==> config.mk <==
export PLATFORM = sky130hd
export DESIGN_NAME = apb_master_bridge
export DESIGN_NICKNAME = d
export VERILOG_FILES = /design/src/rtl/apb_master_bridge.sv
export SDC_FILE = /design/constraint.sdc
export NUM_CORES = 1
export LEC_CHECK = 0
export BUFFER_PORTS_ARGS = -buffer_cell sky130_fd_sc_hd__buf_2
export CAP_MARGIN = 0
export CORE_ASPECT_RATIO = 1.25
export CORE_MARGIN = 2
export CORE_UTILIZATION = 47
export CTS_BUF_LIST = sky130_fd_sc_hd__clkbuf_2 sky130_fd_sc_hd__clkbuf_4 sky130_fd_sc_hd__clkbuf_8
export DETAILED_ROUTE_END_ITERATION = 16
export GPL_TIMING_DRIVEN = 0
export MAX_ROUTING_LAYER = met4
export PLACE_DENSITY_LB_ADDON = 0.15
export SYNTH_ARGS = -nofsm -noshare
export SYNTH_HDL_FRONTEND = slang
export SYNTH_SLANG_ARGS = --single-unit
==> constraint.sdc <==
create_clock -name PCLK -period 1.95 [get_ports PCLK]
set_clock_uncertainty 0.2 [all_clocks]
set_input_delay 0.2925 -clock PCLK [delete_from_list [all_inputs] [get_ports PCLK]]
set_output_delay 0.2925 -clock PCLK [all_outputs]
set_load 0.05 [all_outputs]
==> src/rtl/apb_master_bridge.sv <==
`default_nettype none
// ----------------------------------------------------------------------------
// apb_master_bridge : valid/ready command stream to single APB transfers
// Rev 1.0
// ----------------------------------------------------------------------------
module apb_master_bridge #(
   parameter int DATA_WIDTH     = 32,
   parameter int ADDR_WIDTH     = 32,
   parameter int TIMEOUT_CYCLES = 256
) (
   input  logic                  PCLK,
   input  logic                  PRESET,
   input  logic                  cmd_valid,
   output logic                  cmd_ready,
   input  logic                  cmd_write,
   input  logic [ADDR_WIDTH-1:0] cmd_addr,
   input  logic [DATA_WIDTH-1:0] cmd_wdata,
   output logic                  rsp_valid,
   input  logic                  rsp_ready,
   output logic [DATA_WIDTH-1:0] rsp_rdata,
   output logic                  rsp_err,
   output logic                  rsp_timeout,
   output logic                  PSELx,
   output logic                  PENABLE,
   output logic                  PWRITE,
   output logic [ADDR_WIDTH-1:0] PADDR,
   output logic [DATA_WIDTH-1:0] PWDATA,
   input  logic [DATA_WIDTH-1:0] PRDATA,
   input  logic                  PREADY,
   input  logic                  PSLVERR
);
   localparam int               CNT_W    = (TIMEOUT_CYCLES > 1) ? $clog2(TIMEOUT_CYCLES) : 1;
   localparam logic [CNT_W-1:0] TMO_LAST = CNT_W'((TIMEOUT_CYCLES > 0) ? TIMEOUT_CYCLES - 1 : 0);
   localparam logic             TMO_EN   = (TIMEOUT_CYCLES > 0);

   typedef enum logic [1:0] {
      S_IDLE   = 2'd0,
      S_SETUP  = 2'd1,
      S_ACCESS = 2'd2,
      S_RESP   = 2'd3
   } state_e;

   state_e                  state_q, state_d;
   logic                    psel_q, psel_d;
   logic                    penable_q, penable_d;
   logic                    pwrite_q, pwrite_d;
   logic [ADDR_WIDTH-1:0]   paddr_q, paddr_d;
   logic [DATA_WIDTH-1:0]   pwdata_q, pwdata_d;
   logic                    rsp_valid_q, rsp_valid_d;
   logic [DATA_WIDTH-1:0]   rsp_rdata_q, rsp_rdata_d;
   logic                    rsp_err_q, rsp_err_d;
   logic                    rsp_timeout_q, rsp_timeout_d;
   logic [CNT_W-1:0]        cnt_q, cnt_d;
   logic                    cmd_accept;

   assign cmd_ready  = (state_q == S_IDLE) || ((state_q == S_RESP) && rsp_ready);
   assign cmd_accept = cmd_valid && cmd_ready;

   always_comb begin
      state_d       = state_q;
      psel_d        = psel_q;
      penable_d     = penable_q;
      pwrite_d      = pwrite_q;
      paddr_d       = paddr_q;
      pwdata_d      = pwdata_q;
      rsp_valid_d   = rsp_valid_q;
      rsp_rdata_d   = rsp_rdata_q;
      rsp_err_d     = rsp_err_q;
      rsp_timeout_d = rsp_timeout_q;
      cnt_d         = cnt_q;

      case (state_q)
         S_IDLE: ;
         S_SETUP: begin
            penable_d = 1'b1;
            state_d   = S_ACCESS;
         end
         S_ACCESS: begin
            if (PREADY) begin
               psel_d        = 1'b0;
               penable_d     = 1'b0;
               rsp_valid_d   = 1'b1;
               rsp_rdata_d   = pwrite_q ? '0 : PRDATA;
               rsp_err_d     = PSLVERR;
               rsp_timeout_d = 1'b0;
               state_d       = S_RESP;
            end else if (TMO_EN && (cnt_q == TMO_LAST)) begin
               // This edge closes the last permitted wait cycle.
               psel_d        = 1'b0;
               penable_d     = 1'b0;
               rsp_valid_d   = 1'b1;
               rsp_rdata_d   = '0;
               rsp_err_d     = 1'b1;
               rsp_timeout_d = 1'b1;
               state_d       = S_RESP;
            end else begin
               cnt_d = cnt_q + 1'b1;
            end
         end
         S_RESP: begin
            if (rsp_ready) begin
               rsp_valid_d = 1'b0;
               state_d     = S_IDLE;
            end
         end
         default: state_d = S_IDLE;
      endcase

      // Acceptance is only possible in IDLE or in RESP while the response drains.
      if (cmd_accept) begin
         pwrite_d  = cmd_write;
         paddr_d   = cmd_addr;
         pwdata_d  = cmd_wdata;
         psel_d    = 1'b1;
         penable_d = 1'b0;
         cnt_d     = '0;
         state_d   = S_SETUP;
      end
   end

   always_ff @(posedge PCLK) begin
      if (PRESET) begin
         state_q       <= S_IDLE;
         psel_q        <= 1'b0;
         penable_q     <= 1'b0;
         pwrite_q      <= 1'b0;
         paddr_q       <= '0;
         pwdata_q      <= '0;
         rsp_valid_q   <= 1'b0;
         rsp_rdata_q   <= '0;
         rsp_err_q     <= 1'b0;
         rsp_timeout_q <= 1'b0;
         cnt_q         <= '0;
      end else begin
         state_q       <= state_d;
         psel_q        <= psel_d;
         penable_q     <= penable_d;
         pwrite_q      <= pwrite_d;
         paddr_q       <= paddr_d;
         pwdata_q      <= pwdata_d;
         rsp_valid_q   <= rsp_valid_d;
         rsp_rdata_q   <= rsp_rdata_d;
         rsp_err_q     <= rsp_err_d;
         rsp_timeout_q <= rsp_timeout_d;
         cnt_q         <= cnt_d;
      end
   end

   assign PSELx       = psel_q;
   assign PENABLE     = penable_q;
   assign PWRITE      = pwrite_q;
   assign PADDR       = paddr_q;
   assign PWDATA      = pwdata_q;
   assign rsp_valid   = rsp_valid_q;
   assign rsp_rdata   = rsp_rdata_q;
   assign rsp_err     = rsp_err_q;
   assign rsp_timeout = rsp_timeout_q;

endmodule
`default_nettype wire

* After elaboration in Yosys (flattened, before gate mapping)
Index checks and enable logic that the tools add are counted.
** Cells by class
- Muxes and demuxes :: 19
- Add/subtract/negate cells :: 1
- Eq/ne operators :: 8
- Bitwise logic cells :: 2
- Reductions and logical operators :: 19
** Operators with widths (number)
- 32-bit 2-to-1 mux :: 3
- 3-bit AND reduction :: 4
- 1-bit 2-to-1 mux :: 10
- 8-bit by 1-bit adder with 8-bit output (second input constant) :: 1
- 8-bit == test (second input constant) :: 1
- 2-bit nonzero test :: 4
- 2-bit 2-to-1 mux :: 3
- 3-bit inequality test (second input constant) :: 2
- 2-bit case mux with 3 select lines :: 1
- 2-bit AND reduction :: 3
- 3-bit nonzero test :: 2
- 2-bit == test (second input constant) :: 2
- 4-bit inequality test (second input constant) :: 1
- 1-bit case mux with 2 select lines :: 2
- 4-bit nonzero test :: 1
- 2-bit by 1-bit == test with 1-bit output (second input constant) :: 1
- 1-bit logical AND :: 2
- 2-bit zero test :: 1
- 2-bit inequality test (second input constant) :: 1
- 1-bit NOT :: 2
- 2-bit OR reduction :: 1
- 1-bit logical OR :: 1
** Word-level totals
- Word-level logic and storage cells :: 61
- Register bits :: 112

* Logic depth before layout (Yosys ltp)
- Word-level depth :: 6
- Depth in mapped cells :: 6
- Gate-level depth less buffers :: 5

* Worst setup path after synthesis
Ideal clock, no wire load.
- Path kind :: register -> output
- Start :: register state_q[0]
- End :: output port cmd_ready
- Path buffers :: 0
- Slack :: -0.044 ns
- Arrival :: 1.501 ns
- Data required time :: 1.457 ns
- Cell stages (with the launch flop) :: 2
- Cell sequence :: dfxtp_1 -> o21ai_0
** Between the ends
- Cells in the longest elaborated chain, start to end :: 3
- Elaborated cells on any way between the ends :: 4
- Classes of those cells :: eq/ne: 1; reduce/logical: 3
** RTL lines
- start, declared :: RTL line 43 : state_e state_q, state_d;
- start signal, assigned :: RTL line 135 : state_q <= state_d;
- 2-bit == test :: RTL line 56 : assign cmd_ready = (state_q == S_IDLE) || ((state_q == S_RESP) && rsp_ready);
- 1-bit logical AND :: RTL line 56
- 1-bit logical OR (*) :: RTL line 56
- end, declared :: RTL line 14 : output logic cmd_ready,
Mark *: on every way between the ends. The rest lies on a longest branch, timed or not.

* Worst setup path in the final report
- Start :: register cnt_q[0]
- End :: register rsp_rdata_q[15] (netlist: rsp_rdata[15])
** Between the ends
- Cells in the longest elaborated chain, start to end :: 3
** RTL lines
- start, declared :: RTL line 53 : logic [CNT_W-1:0] cnt_q, cnt_d;
- start signal, assigned :: RTL line 145 : cnt_q <= cnt_d;
- 8-bit == test :: RTL line 87 : end else if (TMO_EN && (cnt_q == TMO_LAST)) begin
- 2-bit nonzero test (no source line)
- 2-bit AND reduction (no source line)
- end signal, assigned :: RTL line 142 : rsp_rdata_q <= rsp_rdata_d;
- end, declared :: RTL line 50 : logic [DATA_WIDTH-1:0] rsp_rdata_q, rsp_rdata_d;
Every way passes these cells.
A chain may end at the register's enable or synchronous reset.

==> flow_summary.toml <==
[die]
die_h_um = 110
fp.dieArea_mm2 = 0.00969
die_w_um = 88.5
core_mm2 = 0.00865
rows = 38
start_util_pct = 48.4
num_io_pins = 206

[placed_design]
dp_slack_ps = -112
dp.cells = 825
dpl_cell_area_mm2 = 0.00536
port_buffers = 204
dp_hpwl_um = 8370
gp_congestion = 0.833

[drt]
viasPerCell = 4.94
via_count = 4658
dr.pass1.iters = 5
drtIter0Drc = 197
routed_wl_um = 13500
remaining_drc_errors = 0
ant_nets = 0
wl_per_cell_um = 14.3

[yosys]
synth_xor_area_share_pct = 0.209
synthAdderAreaFrac_pct = 0.299
syn_nets = 605
synth_cell_types = 33
ys_warn_count = 0
yosys-mux-area-fraction_pct = 7.88
syn-instance-count = 501
synth-seq-cells = 112
netlist_area_mm2 = 0.00419
synth_compound_area_share_pct = 12.1
yosys.area_share.simple_pct = 21.3
synth_top_family_by_area = "simple AND/OR/NAND/NOR gates"
ys_seq_area_share_pct = 53.5
synth_area_per_cell_um2 = 8.36

[timing]
maxSlewHeadroom_pct = 56.5
fin_crit_ps = 1830
finalSetupViolCount = 0
final.setup.tns_ps = 0
final.setup.worst_slack_ps = 123
fmax_ghz = 0.547
worstMarginPinSlew_ps = 653
rsz0062_at_grt = "no"
hold_viol_final = 0
drv_slew = 0
fin_crit_sh_pct = 93.7

[global_routing]
grt_pass1_wl_um = 20700
grt_antenna_before_repair = 0
grt-ovfl-total = 0
grt_use_total_pct = 28.0
grt_max_degree = 18
grt_pass1_vias = 4553

[job]
drv_cap = 0

[clock_network]
clockRootBuffer = "clkbuf_8"
clk_pin_slew_ps = 100
cts_sinks = 112
htreeDepth = 3
clockBufferDepth = 2
cts_tree = "done"
insertion_delay_ps = 360
cts-buffers-inserted = 9

[critical_path]
r2r.worst_path.cells = 6
critPathRequiredTime_ps = 2040
cp-start-kind = "register"
reg2reg_to = "rsp_rdata[15]$_SDFFE_PP0P_"
slowest_delay_ps = 380
cpMaxStageDelayCell = "dfxtp_1"
reg2reg_from = "cnt_q[0]$_SDFFE_PP0P_"
worstSetupPathType = "reg2reg"
crit_chain = "ha_1, nand3_2, o21ai_4, nand2_4, buf_6, mux2i_1"
cpLargestDelayFamily = "flip-flops"
arrival_ps = 1920
ff2ff_setup_slack_ps = 120
worst-path-buf-inv = 1
cp_max_fo = 10
end_kind = "register"

[hold_path]
whs_path_depth = 4
hold_path_end = "rsp_valid$_SDFFE_PP0P_"
holdCritStartpoint = "rsp_ready"
min_path_type = "in2reg"

[cells_and_area]
fin_nets = 921
antennaDiodeCount = 0
final_core_util_pct = 76.4
drive_above_1_share_pct = 30.3
fin_area_mm2 = 0.00661
final_cells = 942
syn2layout_area_growth_pct = 57.7

[pwr]
p_per_area_mw_per_mm2 = 786
ir_drop_mv = 0.564
p_leak_nw = 3.21

[outcome]
outcome = "completed"
timing repair:
item,4_1_cts,5_1_grt
buffers inserted,0,2
endpoints found under the setup margin,0,101
hold buffers,99,0
resized for setup,0,10
endpoints found under the hold margin,99,0
power by group:
part | internal (mW) | leakage, nW | switching, mW
clock network | 0.661 | 0.101 | 0.764
registers | 2.41 | 0.914 | 0.0719
logic | 0.441 | 2.20 | 0.845
total | 3.52 | 3.21 | 1.68
stage by stage:
stage	hold slack, ps	power (mW)
2_1_floorplan	189	3.31
3_3_place_gp	239	3.62
3_5_place_dp	245	3.64
4_1_cts	108	5.19
5_1_grt	144	5.40
6_report	113	5.20
cell families after synthesis:
group	after synthesis
simple gates	223
compound gates	92
fa+ha+maj	1
flops	112
mux	33
buf+inv	39
xor+xnor	1
layer usage:
layer  vias to the layer above  track usage (%)  wire length [um]  share of wire [%]
li1                       2270                -                 -                  -
met1                      2146             30.4              5230                 39
met2                       200             50.1              7030                 52
met3                        42             3.60               765                5.7
met4                         0             13.3               451                3.3
met5                         -                -                 0                  0
worst max path at each step:
stage | start | to | cells after the start
after CTS | cnt_q[0]$_SDFFE_PP0P_ | rsp_rdata[26]$_SDFFE_PP0P_ | 6
after floorplan | cnt_q[0]$_SDFFE_PP0P_ | rsp_rdata[10]$_SDFFE_PP0P_ | 6
final | cnt_q[0]$_SDFFE_PP0P_ | rsp_rdata[15]$_SDFFE_PP0P_ | 6
after detailed placement | PRESET | rsp_rdata[24]$_SDFFE_PP0P_ | 5
after global routing | state_q[1]$_SDFFE_PP0P_ | PWDATA[10]$_SDFFE_PP0P_ | 6
after global placement | PRESET | rsp_rdata[19]$_SDFFE_PP0P_ | 5
Yosys cell counts:
cell	count	share of area, %
o31ai_1	3	0.54
buf_2	11	1.3
and4_1	1	0.21
clkbuf_1	16	1.4
or3_1	3	0.45
clkinv_1	1	0.089
nor3b_1	1	0.18
and2b_1	1	0.18
xor2_1	1	0.21
o211ai_4	1	0.51
a21bo_2	1	0.24
inv_1	5	0.45
o21ai_0	4	0.48
nand2_1	198	18
nor2_1	6	0.54
or2_1	1	0.15
or4_1	3	0.54
ha_1	1	0.30
dfxtp_1	112	54
mux2i_1	33	7.9
o21ai_2	1	0.21
a211oi_1	2	0.36
a31oi_1	1	0.15
buf_1	1	0.089
a21oi_1	77	9.2
nand2b_1	1	0.15
nor3_1	1	0.12
nand2_2	1	0.15
nand3_1	5	0.60
nand4_2	1	0.30
o22a_1	1	0.21
buf_6	5	1.3
a311oi_1	1	0.21
placed cells by master (no fill, tap or decap), types with 2 or more instances in the layout:
cell type,synthesis,layout
inv_1,5,5
buf_4,0,2
nand2_1,198,197
clkinv_2,0,2
mux2i_1,33,33
buf_1,1,2
clkinvlp_4,0,2
dfxtp_2,0,2
or3_1,3,3
clkbuf_1,16,15
buf_6,5,5
a211oi_1,2,2
dfxtp_1,112,110
nand3_1,5,4
dlygate4sd3_1,0,99
a21oi_1,77,77
o31ai_1,3,3
clkbuf_8,0,11
buf_2,11,214
o21ai_0,4,3
or4_1,3,3
nor2_1,6,6
final cells by class:
| type | instances | area, um2 |
|---|---|---|
| Multi-Input combinational cell | 350 | 1780 |
| Clock inverter | 5 | 55.1 |
| Tap cell | 120 | 150 |
| Sequential cell | 112 | 2240 |
| Clock buffer | 11 | 151 |
| Fill cell | 638 | 2040 |
| Timing Repair Buffer | 305 | 2030 |
| Inverter | 6 | 22.5 |
| Buffer | 33 | 178 |
registers in the layout, summed over array words and instances, names as in the netlist:
signal / count
PADDR: 32
PWDATA: 32
rsp_rdata: 32
cnt_q: 8
state_q: 2
PENABLE: 1
PSELx: 1
PWRITE: 1
rsp_err: 1
rsp_timeout: 1
rsp_valid: 1
worst min-delay path: cells and delay by family:
| kind | cells | cell delay (ps) |
|---|---|---|
| AO/OA/AOI/OAI | 1 | 50 |
| buffers and inverters | 1 | 110 |
| AND/OR/NAND/NOR | 2 | 180 |
(Power assumes the default switching activity.)
